[config.mk]
export PLATFORM = sky130hd
export DESIGN_NAME = matrix_mult_sequencer_flat
export DESIGN_NICKNAME = d
export VERILOG_FILES = /design/src/rtl/matrix_mult_sequencer_if.sv /design/src/rtl/matrix_mult_sequencer.sv /design/src/flat_wrapper.sv
export SDC_FILE = /design/constraint.sdc
export NUM_CORES = 1
export LEC_CHECK = 0
export ABC_AREA = 1
export BUFFER_PORTS_ARGS = -buffer_cell sky130_fd_sc_hd__buf_2
export CAP_MARGIN = 20
export CORE_ASPECT_RATIO = 0.6
export CORE_MARGIN = 5
export CORE_UTILIZATION = 35
export DETAILED_ROUTE_END_ITERATION = 12
export GPL_ROUTABILITY_DRIVEN = 0
export HOLD_SLACK_MARGIN = 0.06
export PLACE_DENSITY = 0.61
export SETUP_SLACK_MARGIN = 0.1
export SKIP_LAST_GASP = 1
export SLEW_MARGIN = 20
export SYNTH_ARGS = -nofsm -noshare
export SYNTH_HDL_FRONTEND = slang
export SYNTH_SLANG_ARGS = --single-unit
[constraint.sdc]
create_clock -name _CLK -period 31.7 [get_ports _CLK]
set_input_delay 6.34 -clock _CLK [delete_from_list [all_inputs] [get_ports _CLK]]
set_output_delay 6.34 -clock _CLK [all_outputs]
set_load 0.01 [all_outputs]
[src/rtl/matrix_mult_sequencer_if.sv]
// ---------------------------------------------------------------------------
// matrix_mult_sequencer_if
//   Avalon-MM style bus between the matrix-multiply sequencer (master) and
//   the partial-matrix-multiply slave.
//   avm_cs     chip select
//   avm_addr   slave register address (0=A row, 1=B column, 2=result)
//   avm_write  write strobe
//   avm_read   read strobe
//   avm_wdata  write data (packed 4 x 8-bit operand word)
//   avm_rdata  read data, valid the cycle after avm_read
// ---------------------------------------------------------------------------
interface matrix_mult_sequencer_if;
    logic        avm_cs;
    logic [1:0]  avm_addr;
    logic        avm_write;
    logic        avm_read;
    logic [31:0] avm_wdata;
    logic [31:0] avm_rdata;

    modport master (
        output avm_cs, avm_addr, avm_write, avm_read, avm_wdata,
        input  avm_rdata
    );

    modport slave (
        input  avm_cs, avm_addr, avm_write, avm_read, avm_wdata,
        output avm_rdata
    );
endinterface

[src/rtl/matrix_mult_sequencer.sv]
// ---------------------------------------------------------------------------
// matrix_mult_sequencer
//   Bus master that computes the 4x4 product C = A*B element by element using
//   a partial-matrix-multiply slave. For each k = {i,j} (row-major) it writes
//   A row i, writes B column j, reads the dot product and stores it in a
//   16-entry result buffer.
//
//   Optional feature macro: MMS_CHECKSUM_EN
//     defined   : checksum accumulates the 16 results of the last run
//     undefined : no accumulator, checksum tied to zero
//
// Ports
//   _CLK       clock, rising edge
//   _RST       asynchronous active-high reset
//   load_en    write one packed operand word into the local store (IDLE only)
//   load_sel   0 = A row, 1 = B column
//   load_idx   row / column index
//   load_data  4 x 8-bit unsigned elements, element 0 in [7:0]
//   start      one-cycle request to compute C (accepted in IDLE only)
//   busy       high while sequencing
//   done       one-cycle pulse after all 16 results are stored
//   res_idx    result read index {i,j}
//   res_data   C[i][j], registered, one-cycle read latency
//   checksum   modular sum of the 16 results of the last run
//   avm        master side of the slave bus
// ---------------------------------------------------------------------------
module matrix_mult_sequencer #(
    parameter int         RES_W  = 18,
    parameter int         CHK_W  = 22,
    parameter logic [1:0] ADDR_A = 2'd0,
    parameter logic [1:0] ADDR_B = 2'd1,
    parameter logic [1:0] ADDR_R = 2'd2
) (
    input  logic             _CLK,
    input  logic             _RST,
    input  logic             load_en,
    input  logic             load_sel,
    input  logic [1:0]       load_idx,
    input  logic [31:0]      load_data,
    input  logic             start,
    output logic             busy,
    output logic             done,
    input  logic [3:0]       res_idx,
    output logic [RES_W-1:0] res_data,
    output logic [CHK_W-1:0] checksum,
    matrix_mult_sequencer_if.master avm
);

    typedef enum logic [2:0] {
        S_IDLE = 3'd0,
        S_WR_A = 3'd1,
        S_WR_B = 3'd2,
        S_RD   = 3'd3,
        S_CAP  = 3'd4,
        S_DONE = 3'd5
    } state_t;

    state_t           state_r, state_s;
    logic [3:0]       k_r, k_s;
    logic [31:0]      a_mem_r [4];
    logic [31:0]      b_mem_r [4];
    logic [RES_W-1:0] buf_r   [16];
    logic [RES_W-1:0] res_data_r;

    logic             load_ok_s;
    logic [31:0]      a_word_s;
    logic             busy_s;
    logic             cs_s, write_s, read_s;
    logic [1:0]       addr_s;
    logic [31:0]      wdata_s;

    logic             busy_r, done_r;
    logic             cs_r, write_r, read_r;
    logic [1:0]       addr_r;
    logic [31:0]      wdata_r;

    // Upper read-data bits carry nothing useful; fold them so they count as consumed.
    logic             unused_rdata_s;
    assign unused_rdata_s = ^avm.avm_rdata[31:RES_W];

    // The local store only accepts loads while idle (not busy, not in DONE).
    assign load_ok_s = (state_r == S_IDLE);

    // Next-state and element-counter logic.
    always_comb begin
        state_s = state_r;
        k_s     = k_r;
        case (state_r)
            S_IDLE: begin
                if (start) begin
                    state_s = S_WR_A;
                    k_s     = 4'd0;
                end else begin
                    state_s = S_IDLE;
                end
            end
            S_WR_A: state_s = S_WR_B;
            S_WR_B: state_s = S_RD;
            S_RD:   state_s = S_CAP;
            S_CAP: begin
                k_s = k_r + 4'd1;
                if (k_r == 4'd15) begin
                    state_s = S_DONE;
                end else begin
                    state_s = S_WR_A;
                end
            end
            S_DONE: state_s = S_IDLE;
            default: begin
                state_s = S_IDLE;
                k_s     = 4'd0;
            end
        endcase
    end

    // Bus strobes are decoded from the next state so they can be registered
    // and line up with the state they belong to.
    always_comb begin
        // A load in the same cycle as start must already reach the first A write.
        if (load_ok_s && load_en && !load_sel && (load_idx == k_s[3:2])) begin
            a_word_s = load_data;
        end else begin
            a_word_s = a_mem_r[k_s[3:2]];
        end
        busy_s  = 1'b0;
        cs_s    = 1'b0;
        write_s = 1'b0;
        read_s  = 1'b0;
        addr_s  = 2'd0;
        wdata_s = 32'd0;
        case (state_s)
            S_WR_A: begin
                busy_s  = 1'b1;
                cs_s    = 1'b1;
                write_s = 1'b1;
                addr_s  = ADDR_A;
                wdata_s = a_word_s;
            end
            S_WR_B: begin
                busy_s  = 1'b1;
                cs_s    = 1'b1;
                write_s = 1'b1;
                addr_s  = ADDR_B;
                wdata_s = b_mem_r[k_s[1:0]];
            end
            S_RD: begin
                busy_s  = 1'b1;
                cs_s    = 1'b1;
                read_s  = 1'b1;
                addr_s  = ADDR_R;
            end
            S_CAP: begin
                busy_s  = 1'b1;
            end
            default: begin
                busy_s  = 1'b0;
            end
        endcase
    end

    // State, counter and registered outputs.
    always_ff @(posedge _CLK or posedge _RST) begin
        if (_RST) begin
            state_r <= S_IDLE;
            k_r     <= 4'd0;
            busy_r  <= 1'b0;
            done_r  <= 1'b0;
            cs_r    <= 1'b0;
            write_r <= 1'b0;
            read_r  <= 1'b0;
            addr_r  <= 2'd0;
            wdata_r <= 32'd0;
        end else begin
            state_r <= state_s;
            k_r     <= k_s;
            busy_r  <= busy_s;
            done_r  <= (state_s == S_DONE);
            cs_r    <= cs_s;
            write_r <= write_s;
            read_r  <= read_s;
            addr_r  <= addr_s;
            wdata_r <= wdata_s;
        end
    end

    // Operand store, result buffer and registered result read port.
    always_ff @(posedge _CLK or posedge _RST) begin
        if (_RST) begin
            for (int n = 0; n < 4; n++) begin
                a_mem_r[n] <= 32'd0;
                b_mem_r[n] <= 32'd0;
            end
            for (int n = 0; n < 16; n++) begin
                buf_r[n] <= {RES_W{1'b0}};
            end
            res_data_r <= {RES_W{1'b0}};
        end else begin
            if (load_ok_s && load_en) begin
                if (load_sel) begin
                    b_mem_r[load_idx] <= load_data;
                end else begin
                    a_mem_r[load_idx] <= load_data;
                end
            end
            if (state_r == S_CAP) begin
                buf_r[k_r] <= avm.avm_rdata[RES_W-1:0];
            end
            res_data_r <= buf_r[res_idx];
        end
    end

`ifdef MMS_CHECKSUM_EN
    logic [CHK_W-1:0] chk_r;

    // Checksum restarts with the first element of a run and adds every captured result.
    always_ff @(posedge _CLK or posedge _RST) begin
        if (_RST) begin
            chk_r <= {CHK_W{1'b0}};
        end else if ((state_r == S_WR_A) && (k_r == 4'd0)) begin
            chk_r <= {CHK_W{1'b0}};
        end else if (state_r == S_CAP) begin
            chk_r <= chk_r + CHK_W'(avm.avm_rdata[RES_W-1:0]);
        end
    end

    assign checksum = chk_r;
`else
    assign checksum = {CHK_W{1'b0}};
`endif

    assign busy          = busy_r;
    assign done          = done_r;
    assign res_data      = res_data_r;
    assign avm.avm_cs    = cs_r;
    assign avm.avm_write = write_r;
    assign avm.avm_read  = read_r;
    assign avm.avm_addr  = addr_r;
    assign avm.avm_wdata = wdata_r;

endmodule

[src/flat_wrapper.sv]
// flat-port wrapper written by rule: the top's interface ports become plain ports
module matrix_mult_sequencer_flat 
#(
    parameter int         RES_W  = 18,
    parameter int         CHK_W  = 22,
    parameter logic [1:0] ADDR_A = 2'd0,
    parameter logic [1:0] ADDR_B = 2'd1,
    parameter logic [1:0] ADDR_R = 2'd2
)
  (_CLK, _RST, load_en, load_sel, load_idx, load_data, start, busy, done, res_idx, res_data, checksum, avm_avm_cs, avm_avm_addr, avm_avm_write, avm_avm_read, avm_avm_wdata, avm_avm_rdata);
  matrix_mult_sequencer_if avm_i ();
  input  logic _CLK;
  input  logic _RST;
  input  logic load_en;
  input  logic load_sel;
  input  logic [1:0] load_idx;
  input  logic [31:0] load_data;
  input  logic start;
  output logic busy;
  output logic done;
  input  logic [3:0] res_idx;
  output logic [RES_W-1:0] res_data;
  output logic [CHK_W-1:0] checksum;
  output wire logic [$bits(avm_i.avm_cs)-1:0] avm_avm_cs;
  output wire logic [$bits(avm_i.avm_addr)-1:0] avm_avm_addr;
  output wire logic [$bits(avm_i.avm_write)-1:0] avm_avm_write;
  output wire logic [$bits(avm_i.avm_read)-1:0] avm_avm_read;
  output wire logic [$bits(avm_i.avm_wdata)-1:0] avm_avm_wdata;
  input wire logic [$bits(avm_i.avm_rdata)-1:0] avm_avm_rdata;
  assign avm_avm_cs = avm_i.avm_cs;
  assign avm_avm_addr = avm_i.avm_addr;
  assign avm_avm_write = avm_i.avm_write;
  assign avm_avm_read = avm_i.avm_read;
  assign avm_avm_wdata = avm_i.avm_wdata;
  assign avm_i.avm_rdata = avm_avm_rdata;
  matrix_mult_sequencer #(.RES_W(RES_W), .CHK_W(CHK_W), .ADDR_A(ADDR_A), .ADDR_B(ADDR_B), .ADDR_R(ADDR_R)) u_core (._CLK(_CLK), ._RST(_RST), .load_en(load_en), .load_sel(load_sel), .load_idx(load_idx), .load_data(load_data), .start(start), .busy(busy), .done(done), .res_idx(res_idx), .res_data(res_data), .checksum(checksum), .avm(avm_i));
endmodule
==> results of run 1 <==
worst min-delay path, stage by stage (launching register included):
cell and delay, ns:
sky130_fd_sc_hd__dfrtp_1 0.34, sky130_fd_sc_hd__nand2_1 0.05, sky130_fd_sc_hd__o21ai_0 0.06
power groups by stage:
stage	clock network (mW)	logic (mW)	registers [mW]
after global routing	0.799	0.668	1.14
final	0.749	0.581	1.12
after floorplan	0	0.424	1.11
after detailed placement	0	0.580	1.12
after global placement	0	0.566	1.12
after CTS	0.767	0.580	1.11
metrics by stage:
stage	hold WS, ns	area [sq um]
2_1_floorplan	0.448	27200
3_3_place_gp	0.461	28300
3_5_place_dp	0.468	28300
4_1_cts	0.484	30400
5_1_grt	0.492	30400
6_report	0.479	30400
kinds of logic (layout without fill, tap and decap cells):
| group | count (synthesis) | count (layout) | synth area share (%) |
|---|---|---|---|
| AND/OR/NAND/NOR | 1278 | 1278 | 19.9 |
| AO/OA/AOI/OAI | 813 | 813 | 15.7 |
| flip-flops | 608 | 608 | 56.1 |
| buffers and inverters | 445 | 452 | 6.81 |
| multiplexers | 36 | 36 | 1.33 |
| adder cells (fa/ha/maj) | 4 | 4 | 0.185 |
| other | 1 | 25 | 0.0138 |
state kept, by name, indices dropped and copies added (netlist names):
name,flops
u_core.busy,1
u_core.buf_r,288
u_core.done,1
u_core.res_data,18
u_core.a_mem_r,128
u_core.b_mem_r,128
u_core.avm.avm_wdata,32
u_core.avm.avm_addr,2
u_core.avm.avm_write,1
u_core.avm.avm_cs,1
u_core.k_r,4
u_core.state_r,3
u_core.avm.avm_read,1
final cells by class:
cell class	count	share of cell area [%]
Antenna cell	3	0.0247
Clock buffer	90	5.83
Clock inverter	20	0.970
Inverter	185	2.31
Multi-Input combinational cell	2153	33.4
Sequential cell	608	50.0
Tap cell	1053	4.33
Timing Repair Buffer	157	3.11
worst min path at each step:
stage | startpoint | end | cells past startpoint
2_1_floorplan | u_core.buf_r[287]$_DFFE_PP0P_ | u_core.buf_r[287]$_DFFE_PP0P_ | 2
3_3_place_gp | u_core.buf_r[283]$_DFFE_PP0P_ | u_core.buf_r[283]$_DFFE_PP0P_ | 2
3_5_place_dp | u_core.buf_r[283]$_DFFE_PP0P_ | u_core.buf_r[283]$_DFFE_PP0P_ | 2
4_1_cts | u_core.buf_r[272]$_DFFE_PP0P_ | u_core.buf_r[272]$_DFFE_PP0P_ | 2
5_1_grt | u_core.buf_r[29]$_DFFE_PP0P_ | u_core.buf_r[29]$_DFFE_PP0P_ | 2
6_report | u_core.buf_r[284]$_DFFE_PP0P_ | u_core.buf_r[284]$_DFFE_PP0P_ | 2
cells in the final DEF (no fill, tap or decap), types with 14 or more instances in the layout:
master                      count
sky130_fd_sc_hd__conb_1        22
sky130_fd_sc_hd__nand3_1      252
sky130_fd_sc_hd__o211ai_1      36
sky130_fd_sc_hd__nand2_1      844
sky130_fd_sc_hd__clkbuf_8      17
sky130_fd_sc_hd__buf_4         37
sky130_fd_sc_hd__clkbuf_1      14
sky130_fd_sc_hd__nor2_1        80
sky130_fd_sc_hd__mux2i_1       36
sky130_fd_sc_hd__o221ai_1      21
sky130_fd_sc_hd__inv_1        172
sky130_fd_sc_hd__o21ai_0      592
sky130_fd_sc_hd__dfrtp_1      608
sky130_fd_sc_hd__buf_2        115
sky130_fd_sc_hd__clkbuf_16     60
sky130_fd_sc_hd__a21oi_1      160
sky130_fd_sc_hd__nand4_1       70
per-layer routing:
| layer | global-route usage [%] | routed length, microns |
|---|---|---|
| met3 | 3.03 | 5580 |
| met1 | 30.0 | 40000 |
| met4 | 4.47 | 1460 |
| met2 | 26.2 | 32100 |
| met5 | 0 | 0 |
==> results.md, run 1 <==
- 22000 — routed vias
- sky130_fd_sc_hd__nand3_2 — slowest stage cell, crit path
- 3243 — Post-layout nets
- sky130_fd_sc_hd__dfrtp_1 — top flip-flop cell by instance count after synthesis
- 2311 — detailed router's first-iteration violation count
- 100% — async set-reset flop share out of synthesis
- 59 — number of buffers inserted during clock tree synthesis
- 22.7% — relative slew slack
- 79.2 mm — total length of routed wires
- u_core.avm.avm_wdata[10]$_DFF_PP0_ — end of the critical path
- primary input — startpoint class of the critical path
- 0 — post-CTS repair timing setup buffer count
- 77200 sq um — Floorplan Core Area
- 18.7% — Global Route Usage Sum
- 0.0336 ns — final setup skew
- 10.08 ns — arrival time of data at the critical path endpoint
- complete, no violations — run status
- u_core.avm.avm_wdata[10]$_DFF_PP0_ — endpoint of the worst-slack reg-to-reg timing path
- yes — clock tree from TritonCTS
- 850 x sky130_fd_sc_hd__nand2_1, 608 x sky130_fd_sc_hd__dfrtp_1, 592 x sky130_fd_sc_hd__o21ai_0 — Commonest cells post-synth
- 3 — worst path bufs/invs
- 15200 sq um — area occupied by registers
- 45.0 mm — post-detailed-placement half-perimeter wirelength
- 226 microns — vertical die dimension
- 7768 — fill cell total of the finished layout
- 45.7% — relative contribution of sequential cells to total power
- primary input to flip-flop — worst setup path category
- 2 — # H-tree levels
- 22.16 ns — final worst slack
- 117 — count of buffers from port buffering
- 4155 — number of instances in the placed design
- 1.64 mW — Internal Pwr Total
- sky130_fd_sc_hd__dfrtp_1 56%, sky130_fd_sc_hd__nand2_1 12%, sky130_fd_sc_hd__o21ai_0 11%, sky130_fd_sc_hd__nand3_1 4.7%, sky130_fd_sc_hd__a21oi_1 3.0% — biggest area contributors in the synthesized netlist
- 608 — Num Clock Sinks
- 56.1% — share of synthesized area occupied by flip-flops and latches
- 0 — Max Slew Vio Count
- 0 — max capacitance violation total
- flip-flop to flip-flop — Hold WC Path Type
- 0 — final number of hold-violating endpoints
- 1.16 ns — measured slew at the worst slew-check pin
- 3 — Clock Path Buffers
- 0.0592 mV — VDD IR-drop max
- sky130_fd_sc_hd__clkbuf_16 — CTS root buffer
- 21.65 ns — setup slack after placement
- buf_2, nor2_1, nand3_2, buf_4, nand3_2, buf_4, nand2_1, nand2_1, nor2_2, nand2_2, nand2_1, nand3_1, nand2_1 — cells traversed along the worst timing path
- 23.8% — combinational share of power
- 7 — Pre-Repair DR Iteration Count
- 32.9% — Sw Share
- 0 — number of hold-repair buffers added at the cts stage
- 0 — Post-synth EDFFs
- 39.4% — Final Core Density
- 0.105 GHz — highest clock rate
- 65 — largest fanout on the critical path
- 9.18% — share of post-route cells with drive strength above 1
- 2 — antenna violations before repair
- 10200 sq um — multi-input logic area
- 0.805 mW — Sw Pwr
- 0.64 ns — insertion delay of the later-clocked pin in the worst-skew pair
- sky130_fd_sc_hd__dfrtp_1 — Yosys top cell by area
- 0 — number of remaining DRC errors
- 0 — yosys synthesis warning count
- 9.54 ns — final worst path period need
- 0.85 ns — stage delay of the slowest cell on the critical path
- simple AND/OR/NAND/NOR gates — dominant delay contributor by cell family on the critical path
- 123 mm — first-pass GRT wire length
- 15 — Register-to-Register Path Depth
- 80.4 nW/um^2 — power per standard cell area
- 30.1% — Final Cycle Share
- 0 — total of cells resized after clock tree synthesis
- 369 microns — die boundary width
- 3185 — synthesized instance count
- 14.2 nW — Leakage Power
- start — CP Launch Point
- flip-flop — Critical Path Sink Type
- 2.45 mW — total power of the final layout
- 79 — placement row count
- 27.07 ns — flop2flop setup slack
- 0 — Remaining Overflow, GRT
- sky130_fd_sc_hd__nand2_1 — cell seen most often among critical-path stages
- 608 — flip-flop and latch count after synthesis
- u_core.k_r[0]$_DFF_PP0_ — Crit Reg-Reg Startpoint
- 18.5 microns — wire per inst
- 0 — remaining antenna violation count after routing
- 83300 sq um — Die Area
- 28 — number of distinct standard cells referenced by the synthesized netlist
- 0 ns — setup TNS
- sky130_fd_sc_hd__nand2_1 — most frequently used cell type in the post-synthesis netlist
- 56.1% — share of the synthesized area in the top cell type
- 30.6% — clock network fraction of total power
- 0 — final-report setup violation count
- 8.51 sq um — mean instance size in the synthesized netlist
- 4269 — non-filler cells in the finished layout
- 20200 — number of global-route vias before repair
- false — RSZ-0062 raised after global routing
- 13 — instance count on the critical path
- 35.1% — Initial Utilization
- 32.24 ns — CP Data Required Time
- 27100 sq um — post-synth design cell area
- 0.06 ns — clock transition at the registers of the reported paths
- 154 — I/O pin count
- 12.2% — post-synthesis to final-layout area growth
- 5.14 — via density per instance
- 173 — largest net degree at the start of global routing
No activity file was read; power rests on OpenSTA's default activity.
==> inputs of run 2 (changes only) <==
--- a/config.mk
+++ b/config.mk
@@ -5,7 +5,7 @@
 export SDC_FILE = /design/constraint.sdc
 export NUM_CORES = 1
 export LEC_CHECK = 0
-export ABC_AREA = 1
+export ABC_AREA = 0
 export BUFFER_PORTS_ARGS = -buffer_cell sky130_fd_sc_hd__buf_2
 export CAP_MARGIN = 20
 export CORE_ASPECT_RATIO = 0.6
@@ -14,7 +14,7 @@
 export DETAILED_ROUTE_END_ITERATION = 12
 export GPL_ROUTABILITY_DRIVEN = 0
 export HOLD_SLACK_MARGIN = 0.06
-export PLACE_DENSITY = 0.61
+export PLACE_DENSITY = 0.62
 export SETUP_SLACK_MARGIN = 0.1
 export SKIP_LAST_GASP = 1
 export SLEW_MARGIN = 20
==> constraint.sdc (replaced) <==
create_clock -name _CLK -period 8.25 [get_ports _CLK]
set_input_delay 1.65 -clock _CLK [delete_from_list [all_inputs] [get_ports _CLK]]
set_output_delay 1.65 -clock _CLK [all_outputs]
set_load 0.01 [all_outputs]
==> run 2 against run 1 <==
  * Count of clock-buffer cells in the layout fell by 1
  * Critical path depth down 9
  * Final cell count shrank 33%
  * Cell area decreased by 0.23%
  * Critical path type unchanged
  * Critical endpoint is now u_core.res_data[5]$_DFF_PP0_
  * Largest cell class unchanged
==> results.md, run 2 <==
- 2736 — number of instances in the placed design, was 4155
- 4.53 ns — final worst slack, was 22.16 ns
- 14.4 nW — Leakage Power, was 14.2 nW
- 0 — number of remaining DRC errors, unchanged
- 100 mm — first-pass GRT wire length, was 123 mm
- 40.0% — Final Core Density, was 39.4%
- sky130_fd_sc_hd__dfrtp_1 — top flip-flop cell by instance count after synthesis, unchanged
- 0.06 ns — clock transition at the registers of the reported paths, about the same
- primary input — startpoint class of the critical path, unchanged
- 26900 sq um — post-synth design cell area, was 27100 sq um
- 13.0% — post-synthesis to final-layout area growth, was 12.2%
- 0.64 ns — insertion delay of the later-clocked pin in the worst-skew pair, about the same
- 154 — I/O pin count, unchanged
- 2844 — non-filler cells in the finished layout, was 4269
- 1878 — Post-layout nets, was 3243
- 24.8% — met2 layer usage reported by global route, was 26.2%
- flip-flop to flip-flop — Hold WC Path Type, unchanged
- false — RSZ-0062 raised after global routing, unchanged
- 8.74 ns — CP Data Required Time, was 32.24 ns
- met2 — GRT busiest layer, was met1
- 43.5% — share of post-route cells with drive strength above 1, was 9.18%
- 64.4 mm — total length of routed wires, was 79.2 mm
- 27.3% — relative slew slack, was 22.7%
- 35.4% — Initial Utilization, was 35.1%
- 30400 sq um — final instance area, about the same
- 5 — Pre-Repair DR Iteration Count, was 7
- 0 — final number of hold-violating endpoints, unchanged
- 608 x sky130_fd_sc_hd__dfrtp_1, 451 x sky130_fd_sc_hd__mux2_2, 161 x sky130_fd_sc_hd__mux2i_1 — leading cell types in the layout, fill and taps excluded, was 844 x sky130_fd_sc_hd__nand2_1, 608 x sky130_fd_sc_hd__dfrtp_1, 592 x sky130_fd_sc_hd__o21ai_0
- sky130_fd_sc_hd__clkbuf_16 — CTS root buffer, unchanged
- 58 — number of buffers inserted during clock tree synthesis, was 59
- 45 — number of distinct standard cells referenced by the synthesized netlist, was 28
- 0 — final-report setup violation count, unchanged
- 3.24% — met3 usage, was 3.03%
- 288 — max reg flops, unchanged
- 100% — async set-reset flop share out of synthesis, unchanged
- 608 — Num Clock Sinks, unchanged
- 0 — Post-synth EDFFs, unchanged
- 183 — largest net degree at the start of global routing, was 173
- 1709 — synthesized instance count, was 3185
- 9.07 mW — total power of the final layout, was 2.45 mW
- 1.09 ns — measured slew at the worst slew-check pin, was 1.16 ns
- buf_4, buf_4, mux4_2, mux4_2 — cells traversed along the worst timing path, was buf_2, nor2_1, nand3_2, buf_4, nand3_2, buf_4, nand2_1, nand2_1, nor2_2, nand2_2, nand2_1, nand3_1, nand2_1
- sky130_fd_sc_hd__dfrtp_1 — most common cell after layout, fill and taps aside, was sky130_fd_sc_hd__nand2_1
- 75800 sq um — Floorplan Core Area, was 77200 sq um
- 38.3 mm — post-detailed-placement half-perimeter wirelength, was 45.0 mm
- 3.46 ns — setup slack after placement, was 21.65 ns
- 1101 — detailed router's first-iteration violation count, was 2311
- 0 — total of cells resized after clock tree synthesis, unchanged
- 0 — Max Slew Vio Count, unchanged
- 0 — post-CTS repair timing setup buffer count, unchanged
- 5.26 — via density per instance, was 5.14
- 0 ns — setup TNS, unchanged
- 16100 — number of global-route vias before repair, was 20200
- complete, no violations — run status, unchanged
- 15000 — routed vias, was 22000
- sky130_fd_sc_hd__dfrtp_1 — Yosys top cell by area, unchanged
- 0.177 mV — VDD IR-drop max, was 0.0592 mV
- 15.7% — Global Route Usage Sum, was 18.7%
- primary input to flip-flop — worst setup path category, unchanged
- 45.1% — Final Cycle Share
- sky130_fd_sc_hd__dfrtp_1 57%, sky130_fd_sc_hd__mux2_2 19%, sky130_fd_sc_hd__mux4_2 7.5%, sky130_fd_sc_hd__mux2i_1 6.0%, sky130_fd_sc_hd__mux2_1 3.9% — biggest area contributors in the synthesized netlist, was sky130_fd_sc_hd__dfrtp_1 56%, sky130_fd_sc_hd__nand2_1 12%, sky130_fd_sc_hd__o21ai_0 11%, sky130_fd_sc_hd__nand3_1 4.7%, sky130_fd_sc_hd__a21oi_1 3.0%
- 3 — Clock Path Buffers, unchanged
- 3.72 ns — final worst path period need
- 56.6% — share of the synthesized area in the top cell type, was 56.1%
- 78 — placement row count, was 79
- 299 nW/um^2 — power per standard cell area, was 80.4 nW/um^2
- 22.6 microns — wire per inst, was 18.5 microns
- yes — clock tree from TritonCTS, unchanged
- 15.7 sq um — mean instance size in the synthesized netlist, was 8.51 sq um
- 608 x sky130_fd_sc_hd__dfrtp_1, 451 x sky130_fd_sc_hd__mux2_2, 161 x sky130_fd_sc_hd__mux2i_1 — Commonest cells post-synth, was 850 x sky130_fd_sc_hd__nand2_1, 608 x sky130_fd_sc_hd__dfrtp_1, 592 x sky130_fd_sc_hd__o21ai_0
- 0 — max capacitance violation total, unchanged
- 37 — largest fanout on the critical path, was 65
- 0.269 GHz — highest clock rate
- u_core.buf_r x288, u_core.a_mem_r x128, u_core.b_mem_r x128 — leading registers by flop count, unchanged
- flip-flop — Critical Path Sink Type, unchanged
- 82600 sq um — Die Area, was 83300 sq um
- 608 — flip-flop and latch count after synthesis, unchanged
- 56.6% — share of synthesized area occupied by flip-flops and latches, was 56.1%
- u_core.buf_r — Largest Register, unchanged
- 0 — Remaining Overflow, GRT, unchanged
- 225 microns — vertical die dimension, was 226 microns
- 22.3% — GR Layer Usage met1, was 30.0%
- 0.481 ns — Hold Slack, was 0.479 ns
- 2 — # H-tree levels, unchanged
- 7 — antenna violations before repair, was 2
- sky130_fd_sc_hd__dfrtp_1 — most frequently used cell type in the post-synthesis netlist, was sky130_fd_sc_hd__nand2_1
- 0 — remaining antenna violation count after routing, unchanged
- 0 — yosys synthesis warning count, unchanged
- 0.0387 ns — final setup skew, was 0.0336 ns
- 117 — count of buffers from port buffering, unchanged
- 28400 sq um — placement-stage cell area, was 28300 sq um
- sky130_fd_sc_hd__buf_4 — slowest stage cell, crit path, was sky130_fd_sc_hd__nand3_2
- 0.76 ns — stage delay of the slowest cell on the critical path, was 0.85 ns
- 4.21 ns — arrival time of data at the critical path endpoint, was 10.08 ns
- 0 — number of hold-repair buffers added at the cts stage, unchanged
- 368 microns — die boundary width, was 369 microns
-- run 2: critical path: cells and delay by family --
kind / cells / cell delay [ns]
multiplexers: 2 / 1.12
buffers and inverters: 2 / 1.33
-- run 2: report_power, final --
| group | leakage (nW) | internal [mW] | switching [mW] |
|---|---|---|---|
| combinational | 5.88 | 1.16 | 0.936 |
| clock | 0.921 | 1.49 | 1.15 |
| sequential | 7.60 | 3.87 | 0.464 |
-- run 2: logic make-up after synthesis --
logic type | Yosys count | synth area share, %
other cells | 1 | 0.0140
buf+inv | 157 | 2.93
simple gates | 64 | 1.39
mux | 795 | 36.3
compound gates | 77 | 2.36
xor+xnor | 3 | 0.154
fa+ha+maj | 4 | 0.186
flops | 608 | 56.6
-- run 2: final cells by class --
cell class | instances | area [sq um]
fill | 6805 | 45500
sequential | 608 | 15200
multi-input combinational | 965 | 11000
clock buffer | 89 | 1710
tap | 1000 | 1250
timing repair buffer | 158 | 983
clock inverter | 14 | 174
inverter | 8 | 33.8
antenna | 2 | 5.00
-- run 2: final timing paths --
check	from	to	slack, ns	cells past startpoint
worst max register to register	u_core.state_r[0]$_DFF_PP0_	u_core.a_mem_r[115]$_DFFE_PP0P_	4.89	6
max in group asynchronous	_RST	u_core.buf_r[61]$_DFFE_PP0P_	5.42	5
worst min register to register	u_core.buf_r[22]$_DFFE_PP0P_	u_core.buf_r[22]$_DFFE_PP0P_	0.48	1
worst min-delay path	u_core.buf_r[22]$_DFFE_PP0P_	u_core.buf_r[22]$_DFFE_PP0P_	0.48	1
min in group asynchronous	_RST	u_core.done$_DFF_PP0_	0.92	2
worst max-delay path	res_idx[0]	u_core.res_data[5]$_DFF_PP0_	4.53	4
-- run 2: metal layers --
layer  vias to the layer above  share of wire [%]
li1                       6488                  -
met1                      8102                 47
met4                         6                1.8
met5                         -              0.061
met3                        89                4.8
met2                       265                 47
==> inputs of run 3 (changes only) <==
--- a/config.mk
+++ b/config.mk
@@ -5,7 +5,7 @@
 export SDC_FILE = /design/constraint.sdc
 export NUM_CORES = 1
 export LEC_CHECK = 0
-export ABC_AREA = 0
+export ABC_AREA = 1
 export BUFFER_PORTS_ARGS = -buffer_cell sky130_fd_sc_hd__buf_2
 export CAP_MARGIN = 20
 export CORE_ASPECT_RATIO = 0.6
==> constraint.sdc (replaced) <==
create_clock -name _CLK -period 3 [get_ports _CLK]
set_input_delay 0.6 -clock _CLK [delete_from_list [all_inputs] [get_ports _CLK]]
set_output_delay 0.6 -clock _CLK [all_outputs]
set_load 0.01 [all_outputs]
==> run 3 against run 2 <==
  * First-iteration DRC count up 120%
  * Combinational power rose to 3.0 times the previous value
  * Register-to-register slack worse by 4.4 ns
  * Flip-flop and latch count is the same
  * Via count rose by 49%
  * Hold slack worse by 0.21 ns
  * Critical path depth rose by 5
  * Sequential share of layout area fell by 0.98 points
  * Cell area rose by 2.0%
  * Utilization grew 0.073 points
  * Count of clock-buffer cells in the layout is 3 lower
  * Clock power grew to 3.0 times the previous value
  * Critical endpoint is now u_core.avm.avm_wdata[12]$_DFF_PP0_
  * Largest power group unchanged
==> results.md, run 3 (synthesis gave the netlist of run 1 again) <==
- complete, no violations — run status, unchanged
- 0 — remaining antenna violation count after routing, unchanged
- 5.17 — via density per instance, was 5.26
- 2 — # H-tree levels, unchanged
- 154 — I/O pin count, unchanged
- 0.63 ns — insertion delay of the later-clocked pin in the worst-skew pair, was 0.64 ns
- u_core.buf_r x288, u_core.a_mem_r x128, u_core.b_mem_r x128 — leading registers by flop count, unchanged
- 0 — max capacitance violation total, unchanged
- 117 — count of buffers from port buffering, unchanged
- 0 — number of remaining DRC errors, unchanged
- 20300 — number of global-route vias before repair, was 16100
- 10.5% — share of post-route cells with drive strength above 1, was 43.5%
- 14.2% — post-synthesis to final-layout area growth, was 13.0%
- primary input to flip-flop — Hold WC Path Type, was flip-flop to flip-flop
- 3 — Clock Path Buffers, unchanged
- 9 — Register-to-Register Path Depth, was 6
- 0.51 ns — flop2flop setup slack, was 4.89 ns
- 288 — max reg flops, unchanged
- 127 — largest net degree at the start of global routing, was 183
- 40.1% — Final Core Density, was 40.0%
- 844 x sky130_fd_sc_hd__nand2_1, 608 x sky130_fd_sc_hd__dfrtp_1, 592 x sky130_fd_sc_hd__o21ai_0 — leading cell types in the layout, fill and taps excluded, was 608 x sky130_fd_sc_hd__dfrtp_1, 451 x sky130_fd_sc_hd__mux2_2, 161 x sky130_fd_sc_hd__mux2i_1
- 2 — antenna violations before repair, was 7
- 0 — Remaining Overflow, GRT, unchanged
- 0.513 ns — final worst slack, was 4.53 ns
- 226 microns — vertical die dimension, was 225 microns
- 3.50 ns — CP Data Required Time, was 8.74 ns
- 32 — largest fanout on the critical path, was 37
- 2368 — detailed router's first-iteration violation count, was 1101
- 2.99 ns — arrival time of data at the critical path endpoint, was 4.21 ns
- 47.3 mm — post-detailed-placement half-perimeter wirelength, was 38.3 mm
- yes — clock tree from TritonCTS, unchanged
- 0.554 ns — setup slack after placement, was 3.46 ns
- 77200 sq um — Floorplan Core Area, was 75800 sq um
- 369 microns — die boundary width, was 368 microns
- 2.49 ns — final worst path period need
- 0 — final number of hold-violating endpoints, unchanged
- 6 — Pre-Repair DR Iteration Count, was 5
- flip-flop — Critical Path Sink Type, unchanged
- 18.4 microns — wire per inst, was 22.6 microns
- 60 — number of buffers inserted during clock tree synthesis, was 58
- 10200 sq um — multi-input logic area, was 11000 sq um
- flip-flop — startpoint class of the critical path, was primary input
- 3 — instance count along the most critical hold path, was 1
- 82.9% — Final Cycle Share
- 14.5 nW — Leakage Power, was 14.4 nW
- 0 — final-report setup violation count, unchanged
- 0.06 ns — clock transition at the registers of the reported paths, about the same
- u_core.buf_r — Largest Register, unchanged
- 844 nW/um^2 — power per standard cell area, was 299 nW/um^2
- false — RSZ-0062 raised after global routing, unchanged
- u_core.avm.avm_wdata[12]$_DFF_PP0_ — endpoint of the worst-slack reg-to-reg timing path, was u_core.a_mem_r[115]$_DFFE_PP0P_
- 79 — placement row count, was 78
- 0.514 mV — VDD IR-drop max, was 0.177 mV
- 22300 — routed vias, was 15000
- 26.1 mW — total power of the final layout, was 9.07 mW
- u_core.state_r[1]$_DFF_PP0_ — Crit Reg-Reg Startpoint, was u_core.state_r[0]$_DFF_PP0_
- 83300 sq um — Die Area, was 82600 sq um
- avm_avm_rdata[14] — worst hold start, was u_core.buf_r[22]$_DFFE_PP0P_
- 28800 sq um — placement-stage cell area, was 28400 sq um
- 0.856 ns — measured slew at the worst slew-check pin, was 1.09 ns
- 608 — Num Clock Sinks, unchanged
- 7774 — fill cell total of the finished layout, was 6805
- 0 ns — setup TNS, unchanged
- 3283 — Post-layout nets, was 1878
- 15200 sq um — area occupied by registers, unchanged
- 35.1% — Initial Utilization, was 35.4%
- 124 mm — first-pass GRT wire length, was 100 mm
- u_core.buf_r[122]$_DFFE_PP0P_ — Endpoint, Worst Hold, was u_core.buf_r[22]$_DFFE_PP0P_
- 79.2 mm — total length of routed wires, was 64.4 mm
- flip-flop to flip-flop — worst setup path category, was primary input to flip-flop
- 0.0199 ns — final setup skew, was 0.0387 ns
- 0.402 GHz — highest clock rate
- 0 — post-CTS repair timing setup buffer count, unchanged
- 42.9% — relative slew slack, was 27.3%
- 31000 sq um — final instance area, was 30400 sq um
- 0 — Max Slew Vio Count, unchanged
- sky130_fd_sc_hd__clkbuf_16 — CTS root buffer, unchanged
- sky130_fd_sc_hd__nand2_1 — most common cell after layout, fill and taps aside, was sky130_fd_sc_hd__dfrtp_1
- 18.8% — Global Route Usage Sum, was 15.7%
- 0 — total of cells resized after clock tree synthesis, unchanged
==> run 3: area by class of cell <==
type                       count  area share, %
timing repair buffer         196           4.66
inverter                     185           2.25
clock buffer                  86           5.75
sequential                   608           49.1
clock inverter                28           1.08
antenna                        1        0.00808
tap                         1053           4.25
multi-input combinational   2153           32.9
==> run 3: power by group <==
part	leakage [nW]	internal (mW)	switching (mW)	total (mW)
sequential	6.89	10.5	1.25	11.8
clock	1.05	4.72	3.31	8.04
combinational	6.53	2.33	3.97	6.30
total	14.5	17.6	8.54	26.1
==> run 3: stage by stage <==
stage,hold slack [ns],std cells
final,0.271,4310
after global routing,0.245,4310
after CTS,0.232,4309
after detailed placement,0.468,4194
after global placement,0.461,4194
after floorplan,0.448,3206
==> run 3: per-layer routing <==
layer | routed length [microns] | vias to the layer above | global-route usage (%)
met5 | 0 | - | 0
met4 | 1250 | 0 | 4.41
met3 | 5780 | 93 | 2.67
met2 | 31900 | 725 | 25.7
met1 | 40300 | 10900 | 30.8
li1 | - | 10600 | -
==> run 3: worst max-delay path by stage <==
| stage | from | endpoint | slack, ns |
|---|---|---|---|
| 2_1_floorplan | _RST | u_core.a_mem_r[0]$_DFFE_PP0P_ | -5.90 |
| 3_3_place_gp | u_core.state_r[1]$_DFF_PP0_ | u_core.avm.avm_wdata[25]$_DFF_PP0_ | 0.57 |
| 3_5_place_dp | u_core.state_r[1]$_DFF_PP0_ | u_core.avm.avm_wdata[25]$_DFF_PP0_ | 0.55 |
| 4_1_cts | u_core.state_r[1]$_DFF_PP0_ | u_core.avm.avm_wdata[12]$_DFF_PP0_ | 0.53 |
| 5_1_grt | u_core.k_r[0]$_DFF_PP0_ | u_core.avm.avm_wdata[6]$_DFF_PP0_ | 0.32 |
| 6_report | u_core.state_r[1]$_DFF_PP0_ | u_core.avm.avm_wdata[12]$_DFF_PP0_ | 0.51 |
==> run 3: what timing repair did <==
item	in CTS	in global routing
hold buffers	1	0
setup endpoints to repair	0	0
hold endpoints to repair	12	0
==> run 3: worst max-delay path: stages (launching register included) <==
cell	delay, ns
sky130_fd_sc_hd__dfrtp_1	0.43
sky130_fd_sc_hd__nor2_1	0.22
sky130_fd_sc_hd__nand2_1	0.23
sky130_fd_sc_hd__nor3_2	0.41
sky130_fd_sc_hd__nand2_1	0.13
sky130_fd_sc_hd__nor2_2	0.13
sky130_fd_sc_hd__buf_4	0.45
sky130_fd_sc_hd__nand3_1	0.15
sky130_fd_sc_hd__nand3_1	0.11
sky130_fd_sc_hd__nand2_1	0.09
